$ cat config.mk
export PLATFORM = sky130hd
export DESIGN_NAME = fifo_pack_reader
export DESIGN_NICKNAME = d
export VERILOG_FILES = /design/src/rtl/fifo_pack_reader_pkg.sv /design/src/rtl/fifo_pack_reader_out_buf.sv /design/src/rtl/fifo_pack_reader.sv
export SDC_FILE = /design/constraint.sdc
export NUM_CORES = 1
export LEC_CHECK = 0
export CORE_MARGIN = 10
export CORE_UTILIZATION = 30
export CTS_CLUSTER_SIZE = 8
export DETAILED_ROUTE_END_ITERATION = 6
export PLACE_DENSITY = 0.58
export RECOVER_POWER = 50
export REMOVE_ABC_BUFFERS = 1
export SLEW_MARGIN = 40
export SYNTH_ARGS = -nofsm -noshare
export SYNTH_HDL_FRONTEND = slang
export SYNTH_SLANG_ARGS = --single-unit
$ cat constraint.sdc
create_clock -name CLK -period 4.2 [get_ports CLK]
set_input_delay 0.63 -clock CLK [delete_from_list [all_inputs] [get_ports CLK]]
set_output_delay 0.63 -clock CLK [all_outputs]
set_load 0.03 [all_outputs]
$ cat src/rtl/fifo_pack_reader_pkg.sv
// Shared types and constants for the FIFO sample packer.
package fifo_pack_reader_pkg;

   typedef enum logic [1:0] {
      RUN   = 2'd0,
      DRAIN = 2'd1,
      EMIT  = 2'd2,
      DONE  = 2'd3
   } state_t;

   function automatic int unsigned cnt_width(input int unsigned pack);
      return $clog2(pack + 1);
   endfunction

   localparam int unsigned OUT_BUF_DEPTH = 2;
   localparam int unsigned OUT_BUF_CNT_W = cnt_width(OUT_BUF_DEPTH);

endpackage

$ cat src/rtl/fifo_pack_reader_out_buf.sv
// Two-entry valid/ready skid buffer holding {count, packed word} entries.
module pack_out_buf
   import fifo_pack_reader_pkg::*;
#(
   parameter int unsigned ENTRY_W = 35
) (
   input  logic                     clk,
   input  logic                     rst,
   input  logic                     push,
   input  logic [ENTRY_W-1:0]       push_entry,
   output logic                     full,
   output logic [OUT_BUF_CNT_W-1:0] out_cnt,
   output logic                     out_valid,
   input  logic                     out_ready,
   output logic [ENTRY_W-1:0]       head
);

   logic [ENTRY_W-1:0] mem [OUT_BUF_DEPTH];
   logic               rd_ptr;
   logic               wr_ptr;
   logic               pop;

   assign out_valid = (out_cnt != '0);
   assign full      = (out_cnt == OUT_BUF_CNT_W'(OUT_BUF_DEPTH));
   assign pop       = out_valid & out_ready;
   assign head      = mem[rd_ptr];

   // Head entry only moves on pop, so it stays stable while stalled.
   always_ff @(posedge clk) begin
      if (rst) begin
         for (int i = 0; i < OUT_BUF_DEPTH; i++) mem[i] <= '0;
         rd_ptr  <= 1'b0;
         wr_ptr  <= 1'b0;
         out_cnt <= '0;
      end else begin
         if (push) begin
            mem[wr_ptr] <= push_entry;
            wr_ptr      <= ~wr_ptr;
         end
         if (pop) rd_ptr <= ~rd_ptr;
         case ({push, pop})
            2'b10:   out_cnt <= out_cnt + OUT_BUF_CNT_W'(1);
            2'b01:   out_cnt <= out_cnt - OUT_BUF_CNT_W'(1);
            default: out_cnt <= out_cnt;
         endcase
      end
   end

endmodule

$ cat src/rtl/fifo_pack_reader.sv
// Pops samples from the FIFO read port and packs PACK of them per output word.
// Define FIFO_PACK_READER_MSB_FIRST_EN to place the first sample in the top lane.
module fifo_pack_reader
   import fifo_pack_reader_pkg::*;
#(
   parameter int unsigned WIDTH = 8,
   parameter int unsigned PACK  = 4,
   parameter int unsigned CNT_W = cnt_width(PACK)
) (
   input  logic                  CLK,
   input  logic                  RST,
   output logic                  FIFO_RD,
   input  logic                  FIFO_EMPTY,
   input  logic [WIDTH-1:0]      FIFO_DATA,
   input  logic                  FLUSH,
   output logic                  FLUSH_DONE,
   output logic                  OUT_VALID,
   input  logic                  OUT_READY,
   output logic [WIDTH*PACK-1:0] OUT_DATA,
   output logic [CNT_W-1:0]      OUT_COUNT
);

   localparam int unsigned DATA_W  = WIDTH * PACK;
   localparam int unsigned ENTRY_W = CNT_W + DATA_W;

   state_t                   state;
   state_t                   state_next;
   logic [CNT_W-1:0]         filled;
   logic                     inflight;
   logic [DATA_W-1:0]        pack_reg;
   logic [DATA_W-1:0]        pack_next_c;
   logic [CNT_W-1:0]         lane_c;
   int unsigned              lane_base_c;
   logic [CNT_W:0]           level_c;
   logic                     land_last_c;
   logic                     emit_push_c;
   logic                     push_c;
   logic [ENTRY_W-1:0]       push_entry_c;
   logic [ENTRY_W-1:0]       head;
   logic                     full;
   logic [OUT_BUF_CNT_W-1:0] out_cnt;

`ifdef FIFO_PACK_READER_MSB_FIRST_EN
   assign lane_c = CNT_W'(PACK - 1) - filled;
`else
   assign lane_c = filled;
`endif

   assign level_c     = (CNT_W+1)'(filled) + (CNT_W+1)'(inflight);
   assign land_last_c = inflight & (filled == CNT_W'(PACK - 1));

   // Merge the landing sample into its lane.
   always_comb begin
      pack_next_c = pack_reg;
      lane_base_c = 32'(lane_c) * WIDTH;
      if (inflight) pack_next_c[lane_base_c +: WIDTH] = FIFO_DATA;
   end

   always_ff @(posedge CLK) begin
      if (RST) state <= RUN;
      else     state <= state_next;
   end

   // A pop that completes a word needs a free output slot when it lands.
   always_comb begin
      state_next  = state;
      FIFO_RD     = 1'b0;
      emit_push_c = 1'b0;
      FLUSH_DONE  = 1'b0;
      case (state)
         RUN: begin
            FIFO_RD = !RST && !FIFO_EMPTY &&
                      (!full || (level_c < (CNT_W+1)'(PACK - 1)));
            if (FLUSH) state_next = DRAIN;
         end
         DRAIN: begin
            if (!inflight) state_next = (filled != '0) ? EMIT : DONE;
         end
         EMIT: begin
            if (!full) begin
               emit_push_c = 1'b1;
               state_next  = DONE;
            end
         end
         DONE: begin
            FLUSH_DONE = 1'b1;
            state_next = RUN;
         end
         default: state_next = RUN;
      endcase
   end

   always_ff @(posedge CLK) begin
      if (RST) begin
         filled   <= '0;
         inflight <= 1'b0;
         pack_reg <= '0;
      end else begin
         inflight <= FIFO_RD;
         if (land_last_c || emit_push_c) begin
            filled   <= '0;
            pack_reg <= '0;
         end else if (inflight) begin
            filled   <= filled + CNT_W'(1);
            pack_reg <= pack_next_c;
         end
      end
   end

   assign push_c       = land_last_c | emit_push_c;
   assign push_entry_c = land_last_c ? {CNT_W'(PACK), pack_next_c} : {filled, pack_reg};

   pack_out_buf #(
      .ENTRY_W (ENTRY_W)
   ) u_out_buf (
      .clk        (CLK),
      .rst        (RST),
      .push       (push_c),
      .push_entry (push_entry_c),
      .full       (full),
      .out_cnt    (out_cnt),
      .out_valid  (OUT_VALID),
      .out_ready  (OUT_READY),
      .head       (head)
   );

   assign OUT_DATA  = head[DATA_W-1:0];
   assign OUT_COUNT = head[ENTRY_W-1:DATA_W];

endmodule

==> results of run 1 <==
[logic make-up after synthesis]
logic type                 count (synthesis)
and+or+nand+nor                          200
DFF                                      113
AOI/OAI and AO/OA                         62
muxes                                     53
buffers and inverters                     38
adders and majority gates                 13
xor gates and xnor gates                   5
[stage by stage]
stage               hold slack, ps  power (mW)  utilization [%]  instance area [um2]
floorplan                    431.7       1.969                -                 5030
global placement             439.8       2.286            34.91                 5851
detailed placement           447.3       2.309            34.91                 5851
CTS                          453.2       3.711            38.39                 6435
global route                 475.4       3.805            38.35                 6427
finish                       449.7       3.627            38.35                 6427
[layer usage]
layer	track usage (%)	vias up	share of wire, %
li1	-	1800	-
met1	12.53	1695	44
met2	16.85	64	49
met3	3.311	11	5.8
met4	3.705	0	1.3
met5	0	-	0
[cells in the final DEF (no fill, tap or decap), types with 3 or more instances in the layout]
master,netlist,layout
nor2_1,95,95
edfxtp_1,70,70
a21oi_1,45,45
dfxtp_1,43,43
nand3_1,36,36
dlygate4sd3_1,0,36
mux2_2,35,35
nand2_1,33,33
mux2i_1,18,18
clkbuf_16,0,17
clkdlybuf4s50_1,0,14
ha_1,13,13
and3_1,11,11
inv_1,8,8
a31oi_1,8,8
and2_1,10,7
clkinvlp_4,0,5
o21ai_0,3,4
xnor2_1,4,4
inv_6,0,4
buf_4,0,4
and2_0,0,3
nand4_1,3,3
[final timing paths]
kind | depth (start not counted) | end | from
setup / recovery | 8 | pack_reg[0]$_SDFFE_PP0P_ | filled[0]$_SDFFE_PP0P_
hold / removal | 2 | pack_reg[17]$_SDFFE_PP0P_ | pack_reg[17]$_SDFFE_PP0P_
setup reg to reg | 8 | pack_reg[0]$_SDFFE_PP0P_ | filled[0]$_SDFFE_PP0P_
hold reg to reg | 2 | pack_reg[17]$_SDFFE_PP0P_ | pack_reg[17]$_SDFFE_PP0P_
[area by class of cell]
cell class	instances	area (um2)	area share [%]
tap	220	275.3	4.283
clock inverter	15	158.9	2.472
timing repair buffer	56	539.3	8.390
sequential	113	2963	46.10
multi-input combinational	333	2032	31.61
inverter	9	33.78	0.5256
clock buffer	17	425.4	6.619
[worst reg2reg max path, stage by stage (launching register included)]
cell,delay (ps)
dfxtp_1,660
ha_1,320
ha_1,350
nand2_1,150
o21ai_0,220
clkinv_1,210
nand2_1,110
clkbuf_1,1160
nor2_1,150
[power by group]
part / internal, mW / switching (mW) / total [mW]
Clock: 0.876 / 0.519 / 1.40
Combinational: 0.334 / 0.547 / 0.880
Sequential: 1.28 / 0.0673 / 1.35
Total: 2.49 / 1.13 / 3.63
==> impl_metrics.yaml, run 1 <==
clock_network:
  htree_levels: 4
  cts_buffers: 17
  cts_buffer_depth: 2
  cts-root-buf: "clkbuf_16"
  post-cts-setup-buffers: 0
  cts.clk_slew.worst_paths_ps: 60
  cts_resized: 0
  cts_sinks: 113
  hold_buffers: 0
  clk_latency_ps: 410
  cts_tree: "yes"
setup_path:
  setup.worst_path.start_class: "register"
  cp.buffers_inverters: 2
  critPathRequiredTime_ps: 4430
  critPathTopFamily: "buffers and inverters"
  path_class: "reg2reg"
  r2r_setup_slack_ps: 700
  cpPeakStageDelay_ps: 1160
  crit_path_top_delay_cell: "clkbuf_1"
  critical_path_arrival_ps: 3730
  crit_fanout: 35
  crit_chain: "ha_1 > ha_1 > nand2_1 > o21ai_0 > clkinv_1 > nand2_1 > clkbuf_1 > nor2_1"
  endpoint_kind: "register"
logic_synthesis:
  synthCells: 484
  synth_xor_area_share_pct: 0.8456
  async_reset_ff_share_pct: 0
  synthMuxAreaShare_pct: 11.09
  synth_warnings: 0
  ys_seq_area_share_pct: 57.21
  synthAdderAreaFrac_pct: 3.141
  yosysTopAreaCell: "edfxtp_1"
  synth_cell_types: 36
  syn-cell-area_mm2: 0.005179
  ys.flop_type: "edfxtp_1"
  synth_edf_count: 70
  synth_top_area_share_pct: 40.59
  ys_top_cells_by_area: "edfxtp_1 (41%), dfxtp_1 (17%), mux2_2 (7.6%)"
  yosysMostFrequentCell: "nor2_1"
  synth-simple-area-share_pct: 17.56
  synth_top_family_by_area: "simple AND/OR/NAND/NOR gates"
  netlist_top_cells_count: "nor2_1 (95), edfxtp_1 (70), a21oi_1 (45)"
  syn_area_per_cell_um2: 10.70
  ys_ff_latch: 113
  synth-compound-area-share_pct: 6.620
run:
  cap_violations: 1
routing:
  first_pass_iters: 5
  vias: 3570
  drtIter0Drc: 256
  drc: 0
  routedWlPerCell_um: 14.76
  viasPerCell: 4.679
  drtAntennaViolNets: 0
  routed_wl_um: 11270
placement:
  place_hpwl_um: 7562
  port_buffers: 50
  dp.cells: 731
  pre_cts_ws_ps: 988.6
  gp_congestion: 0.7906
status:
  status: "finished with violations"
  violations: "capacitance limit, slew limit"
global_routing:
  grt.total_usage_pct: 10.34
  grt_pass1_vias: 3719
  grt_max_degree: 37
  grt_first_pass_wirelength_um: 18580
  grt_antenna_before_repair: 0
  grt-ovfl-total: 0
sta:
  maxSlewViolCount: 36
  finalSetupViolCount: 0
  worst_slack_ps: 696.2
  fmax_mhz: 285.4
  tightest_slew_ps: 1607
  slew-limit-headroom_pct: -7.102
  skew_ps: 9.050
  rsz0062_at_grt: "no"
  fin_crit_ps: 3504
  final_hold_viol_count: 0
  period_share_pct: 83.42
  fin_setup_tns_ps: 0
floorplan:
  rows: 47
  die_h_um: 151.4
  die_w_um: 151.4
  dieArea_mm2: 0.02292
  pin_count: 51
  start_util_pct: 30.90
  coreArea_mm2: 0.01676
finish:
  largest_reg_flops: 70
  fillers: 1637
  diodes: 0
  drive_gt1_share_pct: 14.36
  finalNonFillerCells: 763
  nets: 556
  area_delta_synth_final_pct: 24.11
power_and_ir_drop:
  p_per_area_mw_per_mm2: 564.2
  vdd_drop_max_v: 0.0002893
  p_leak_nw: 2.344
worst_hold_path:
  holdCritPathClass: "reg2reg"
Power figures use the tool's default switching activity.
==> run 2: changes to the inputs <==
--- a/config.mk
+++ b/config.mk
@@ -9,7 +9,7 @@
 export CORE_UTILIZATION = 30
 export CTS_CLUSTER_SIZE = 8
 export DETAILED_ROUTE_END_ITERATION = 6
-export PLACE_DENSITY = 0.58
+export PLACE_DENSITY = 0.6
 export RECOVER_POWER = 50
 export REMOVE_ABC_BUFFERS = 1
 export SLEW_MARGIN = 40
==> constraint.sdc (replaced) <==
create_clock -name CLK -period 3.2 [get_ports CLK]
set_input_delay 0.48 -clock CLK [delete_from_list [all_inputs] [get_ports CLK]]
set_output_delay 0.48 -clock CLK [all_outputs]
set_load 0.03 [all_outputs]
==> run 2 against run 1 <==
- routed wire length is 5.1% higher
- clock power is 39% higher
- die area stayed put
- largest power group unchanged
- the flow now finishes without violations
- non-clock buffer count is 6 higher
- worst hold slack better by 0.61 ps
- utilization is 0.48 points higher
- power is 37% higher
- first-iteration DRC count is 13% higher
- flip-flop and latch count stayed put
- critical endpoint is now FIFO_RD
- critical path depth is 1 lower
- register-to-register slack worse by 290 ps
- cell count is 0.66% higher
==> impl_metrics.yaml, run 2 (synthesis gave the netlist of run 1 again) <==
status:
  status: "completed"
clock_network:
  cts_buffer_depth: 2
  cts_resized: 0
  cts-root-buf: "clkbuf_16"
  htree_levels: 4
  post-cts-setup-buffers: 0
  clk_latency_ps: 400
  cts_tree: "yes"
  cts_sinks: 113
  cts.clk_slew.worst_paths_ps: 50
  hold_buffers: 0
  cts_buffers: 17
sta:
  skew_ps: 11.71
  timing.hold.ws_ps: 450.3
  rsz0062_at_grt: "no"
  fin_setup_tns_ps: 0
  fmax_mhz: 345.8
  fin_crit_ps: 2892
  finalSetupViolCount: 0
  tightest_slew_ps: 822.8
  final_hold_viol_count: 0
  worst_slack_ps: 308.3
  slew-limit-headroom_pct: 45.15
  period_share_pct: 90.37
  maxSlewViolCount: 0
finish:
  final_cell_mix: "nor2_1 (96), edfxtp_1 (70), clkdlybuf4s50_1 (48)"
  layout_commonest_cell: "nor2_1"
  finalNonFillerCells: 768
  drive_gt1_share_pct: 14.96
  fillers: 1618
  diodes: 0
  final_area_mm2: 0.006507
  nets: 562
  area_delta_synth_final_pct: 25.66
  largest_reg_flops: 70
placement:
  dp.cells: 737
  place_hpwl_um: 7735
  gp_congestion: 0.7950
  placed_cell_area_mm2: 0.005908
  pre_cts_ws_ps: 592.7
  port_buffers: 50
power_and_ir_drop:
  swShare_pct: 29.19
  p_seq_share_pct: 35.3
  p_leak_nw: 2.358
  power_frac_clock_pct: 39.4
  internal-power_mw: 3.506
  pwr-share-comb_pct: 25.2
  p_sw_mw: 1.445
  vdd_drop_max_v: 0.0003768
  p_per_area_mw_per_mm2: 760.9
worst_hold_path:
  holdCritPathClass: "reg2reg"
  hold_depth: 2
floorplan:
  pin_count: 51
  start_util_pct: 30.90
  rows: 47
  dieArea_mm2: 0.02292
  die_w_um: 151.4
  die_h_um: 151.4
  coreArea_mm2: 0.01676
setup_path:
  crit_path_top_delay_cell: "clkdlybuf4s50_1"
  setup.worst_path.start_class: "register"
  endpoint_kind: "output pin"
  crit_fanout: 5
  crit_cells: 7
  cp.buffers_inverters: 1
  path_class: "reg2out"
  crit_chain: "ha_1 > ha_1 > nand2_1 > a21oi_1 > o21ai_0 > a21oi_1 > clkdlybuf4s50_1"
  critical_path_arrival_ps: 2410
  r2r_cells: 9
  critPathTopFamily: "buffers and inverters"
  cpPeakStageDelay_ps: 700
  critPathRequiredTime_ps: 2720
routing:
  first_pass_iters: 5
  wl_met2_um: 5685
  drtIter0Drc: 290
  dr_wl_met3_um: 797
  routedWlPerCell_um: 15.42
  wl_met1_um: 5326
  routed_wl_um: 11840
  drtAntennaViolNets: 0
  viasPerCell: 4.792
  top_layer: "met4"
  drc: 0
  vias: 3680
global_routing:
  grt_first_pass_wirelength_um: 19390
  grt_max_degree: 36
  grt-ovfl-total: 0
  grt_antenna_before_repair: 0
  grt_pass1_vias: 3716
  grt.total_usage_pct: 10.90
run:
  cap_violations: 0
==> run 2: changes by cell type in the layout (fill, tap and decap cells not counted), sizes merged <==
cell,delta
clkdlybuf4s50,+34
buf,+3
inv,-3
clkbuf,+6
dlygate4sd3,-34
clkinvlp,-2
clkinv,-1
bufinv,+2
==> run 2: final timing paths <==
kind              slack (ps)                      start                                 to
setup / recovery         310     filled[0]$_SDFFE_PP0P_                            FIFO_RD
hold / removal           450  pack_reg[20]$_SDFFE_PP0P_          pack_reg[20]$_SDFFE_PP0P_
setup reg to reg         410     filled[0]$_SDFFE_PP0P_  u_out_buf.mem[0][1]$_SDFFCE_PN0P_
hold reg to reg          450  pack_reg[20]$_SDFFE_PP0P_          pack_reg[20]$_SDFFE_PP0P_
==> run 2: area by class of cell <==
class                           count  area, um2  area share [%]
Sequential cell                   113       2963           45.53
Multi-Input combinational cell    333       2027           31.15
Timing Repair Buffer               62      589.3           9.056
Clock buffer                       20      456.7           7.018
Tap cell                          220      275.3           4.230
Clock inverter                     11      162.7           2.500
Inverter                            9      33.78          0.5191
==> run 2: power groups by stage <==
stage               Combinational (mW)  Sequential (mW)  Clock (mW)
floorplan                        0.774             1.81           0
global placement                  1.26             1.77           0
detailed placement                1.28             1.78           0
CTS                               1.29             1.75        1.99
global route                      1.36             1.77        2.07
finish                            1.25             1.75        1.95
==> run 2: metal layers <==
| layer | vias to the layer above | track usage [%] |
|---|---|---|
| li1 | 1815 | - |
| met1 | 1767 | 13.87 |
| met2 | 96 | 17.35 |
| met3 | 2 | 3.341 |
| met4 | 0 | 3.321 |
| met5 | - | 0 |
==> run 2: stage by stage <==
| step | total power, mW | util (%) |
|---|---|---|
| 6_report | 4.951 | 38.83 |
| 2_1_floorplan | 2.584 | - |
| 5_1_grt | 5.204 | 38.83 |
| 3_5_place_dp | 3.058 | 35.25 |
| 3_3_place_gp | 3.036 | 35.25 |
| 4_1_cts | 5.030 | 38.95 |
==> run 2: worst reg2reg max path: stages (launching register included) <==
cell and delay (ps):
dfxtp_1 410, clkbuf_1 430, ha_1 320, ha_1 190, nand2_1 110, o21ai_0 210, inv_2 90, or3_1 340
nand2_1 120, buf_12 240
==> run 3: changes to the inputs <==
--- a/config.mk
+++ b/config.mk
@@ -7,6 +7,7 @@
 export LEC_CHECK = 0
 export CORE_MARGIN = 10
 export CORE_UTILIZATION = 30
+export CTS_BUF_LIST = sky130_fd_sc_hd__clkbuf_16
 export CTS_CLUSTER_SIZE = 8
 export DETAILED_ROUTE_END_ITERATION = 6
 export PLACE_DENSITY = 0.6
==> run 3 against run 2 <==
- flip-flop and latch count is the same
- clock power shrank 3%
- cell area shrank 0.31%
- count of clock-buffer cells in the layout shrank 3
- register-to-register slack is essentially flat
- largest power group unchanged
==> impl_metrics.yaml, run 3 (synthesis gave the netlist of run 1 again) <==
routing:
  wl_met1_um: 5485
  drtIter0Drc: 288
  dr_wl_met3_um: 664
  viasPerCell: 4.824
  top_layer: "met4"
  routedWlPerCell_um: 15.50
  vias: 3705
  drtAntennaViolNets: 0
  wl_met2_um: 5667
  drc: 0
  routed_wl_um: 11900
  first_pass_iters: 5
worst_hold_path:
  hp-start: "pack_reg[20]$_SDFFE_PP0P_"
  holdCritPathClass: "reg2reg"
global_routing:
  grt_pass1_vias: 3721
  grt_antenna_before_repair: 0
  grt_first_pass_wirelength_um: 19380
  grt_max_degree: 36
  grt-ovfl-total: 0
  grt.total_usage_pct: 10.85
finish:
  nets: 562
  finalNonFillerCells: 768
  layout_commonest_cell: "nor2_1"
  drive_gt1_share_pct: 14.60
  final_cell_mix: "nor2_1 (96), edfxtp_1 (70), clkdlybuf4s50_1 (48)"
  largest_reg_flops: 70
  area_delta_synth_final_pct: 25.27
  diodes: 0
setup_path:
  crit_fanout: 5
  endpoint_kind: "output pin"
  cp-startpoint: "filled[0]$_SDFFE_PP0P_"
  r2r-start: "filled[0]$_SDFFE_PP0P_"
  critPathRequiredTime_ps: 2720
  critical_path_arrival_ps: 2400
  setup.worst_path.start_class: "register"
  path_class: "reg2out"
floorplan:
  rows: 47
  die_w_um: 151.4
  die_h_um: 151.4
  start_util_pct: 30.90
  coreArea_mm2: 0.01676
  dieArea_mm2: 0.02292
  pin_count: 51
sta:
  rsz0062_at_grt: "no"
  maxSlewViolCount: 0
  fmax_mhz: 346.7
  worst_slack_ps: 315.6
  timing.hold.ws_ps: 451.3
  fin_crit_ps: 2884
  skew_ps: 11.20
  tightest_slew_ps: 853.3
  finalSetupViolCount: 0
  period_share_pct: 90.14
  final_hold_viol_count: 0
  slew-limit-headroom_pct: 43.11
clock_network:
  cts_buffers: 17
  clk_latency_ps: 400
  post-cts-setup-buffers: 0
  cts_sinks: 113
  cts_tree: "yes"
  cts_resized: 0
  cts.clk_slew.worst_paths_ps: 50
  htree_levels: 4
  cts_buffer_depth: 2
  hold_buffers: 0
  cts-root-buf: "clkbuf_16"
status:
  status: "completed"
power_and_ir_drop:
  p_per_area_mw_per_mm2: 755.6
  vdd_drop_max_v: 0.0003772
  p_leak_nw: 2.351
placement:
  place_hpwl_um: 7735
  pre_cts_ws_ps: 592.7
  gp_congestion: 0.7950
  dp.cells: 737
  port_buffers: 50
run:
  cap_violations: 0
run 3: cell type report:
cell class                 count  area (um2)
clock buffer                  17       425.4
clock inverter                14       173.9
fill                        1620       10270
inverter                       9       33.78
multi-input combinational    333        2027
sequential                   113        2963
tap                          220       275.3
timing repair buffer          62       589.3
run 3: metrics by stage:
step	util (%)	cell area (um2)	power, mW	setup TNS (ps)
2_1_floorplan	-	5030	2.584	-16460
3_3_place_gp	35.25	5908	3.036	0
3_5_place_dp	35.25	5908	3.058	0
4_1_cts	38.83	6507	4.971	0
5_1_grt	38.71	6487	5.146	0
6_report	38.71	6487	4.902	0
run 3: report_power, final:
part | internal (mW) | total [mW] | leakage [nW] | switching [mW]
Sequential | 1.69 | 1.75 | 1.07 | 0.0635
Clock | 1.28 | 1.90 | 0.291 | 0.622
Combinational | 0.489 | 1.25 | 0.987 | 0.762
run 3: worst max-delay path, stage by stage (launching register included):
cell	delay, ps
dfxtp_1	410
ha_1	200
ha_1	170
nand2_1	60
a21oi_1	110
o21ai_0	160
a21oi_1	200
clkdlybuf4s50_1	700
run 3: path summary, 6_finish.rpt:
check	to	slack, ps	depth (start not counted)
min reg2reg	pack_reg[20]$_SDFFE_PP0P_	450	2
min	pack_reg[20]$_SDFFE_PP0P_	450	2
max reg2reg	u_out_buf.mem[0][1]$_SDFFCE_PN0P_	410	9
max	FIFO_RD	320	7
run 3: layer usage:
metal / track usage [%] / vias up
met4: 3.032 / 0
met5: 0 / -
met2: 17.35 / 101
li1: - / 1819
met3: 3.252 / 9
met1: 13.87 / 1776
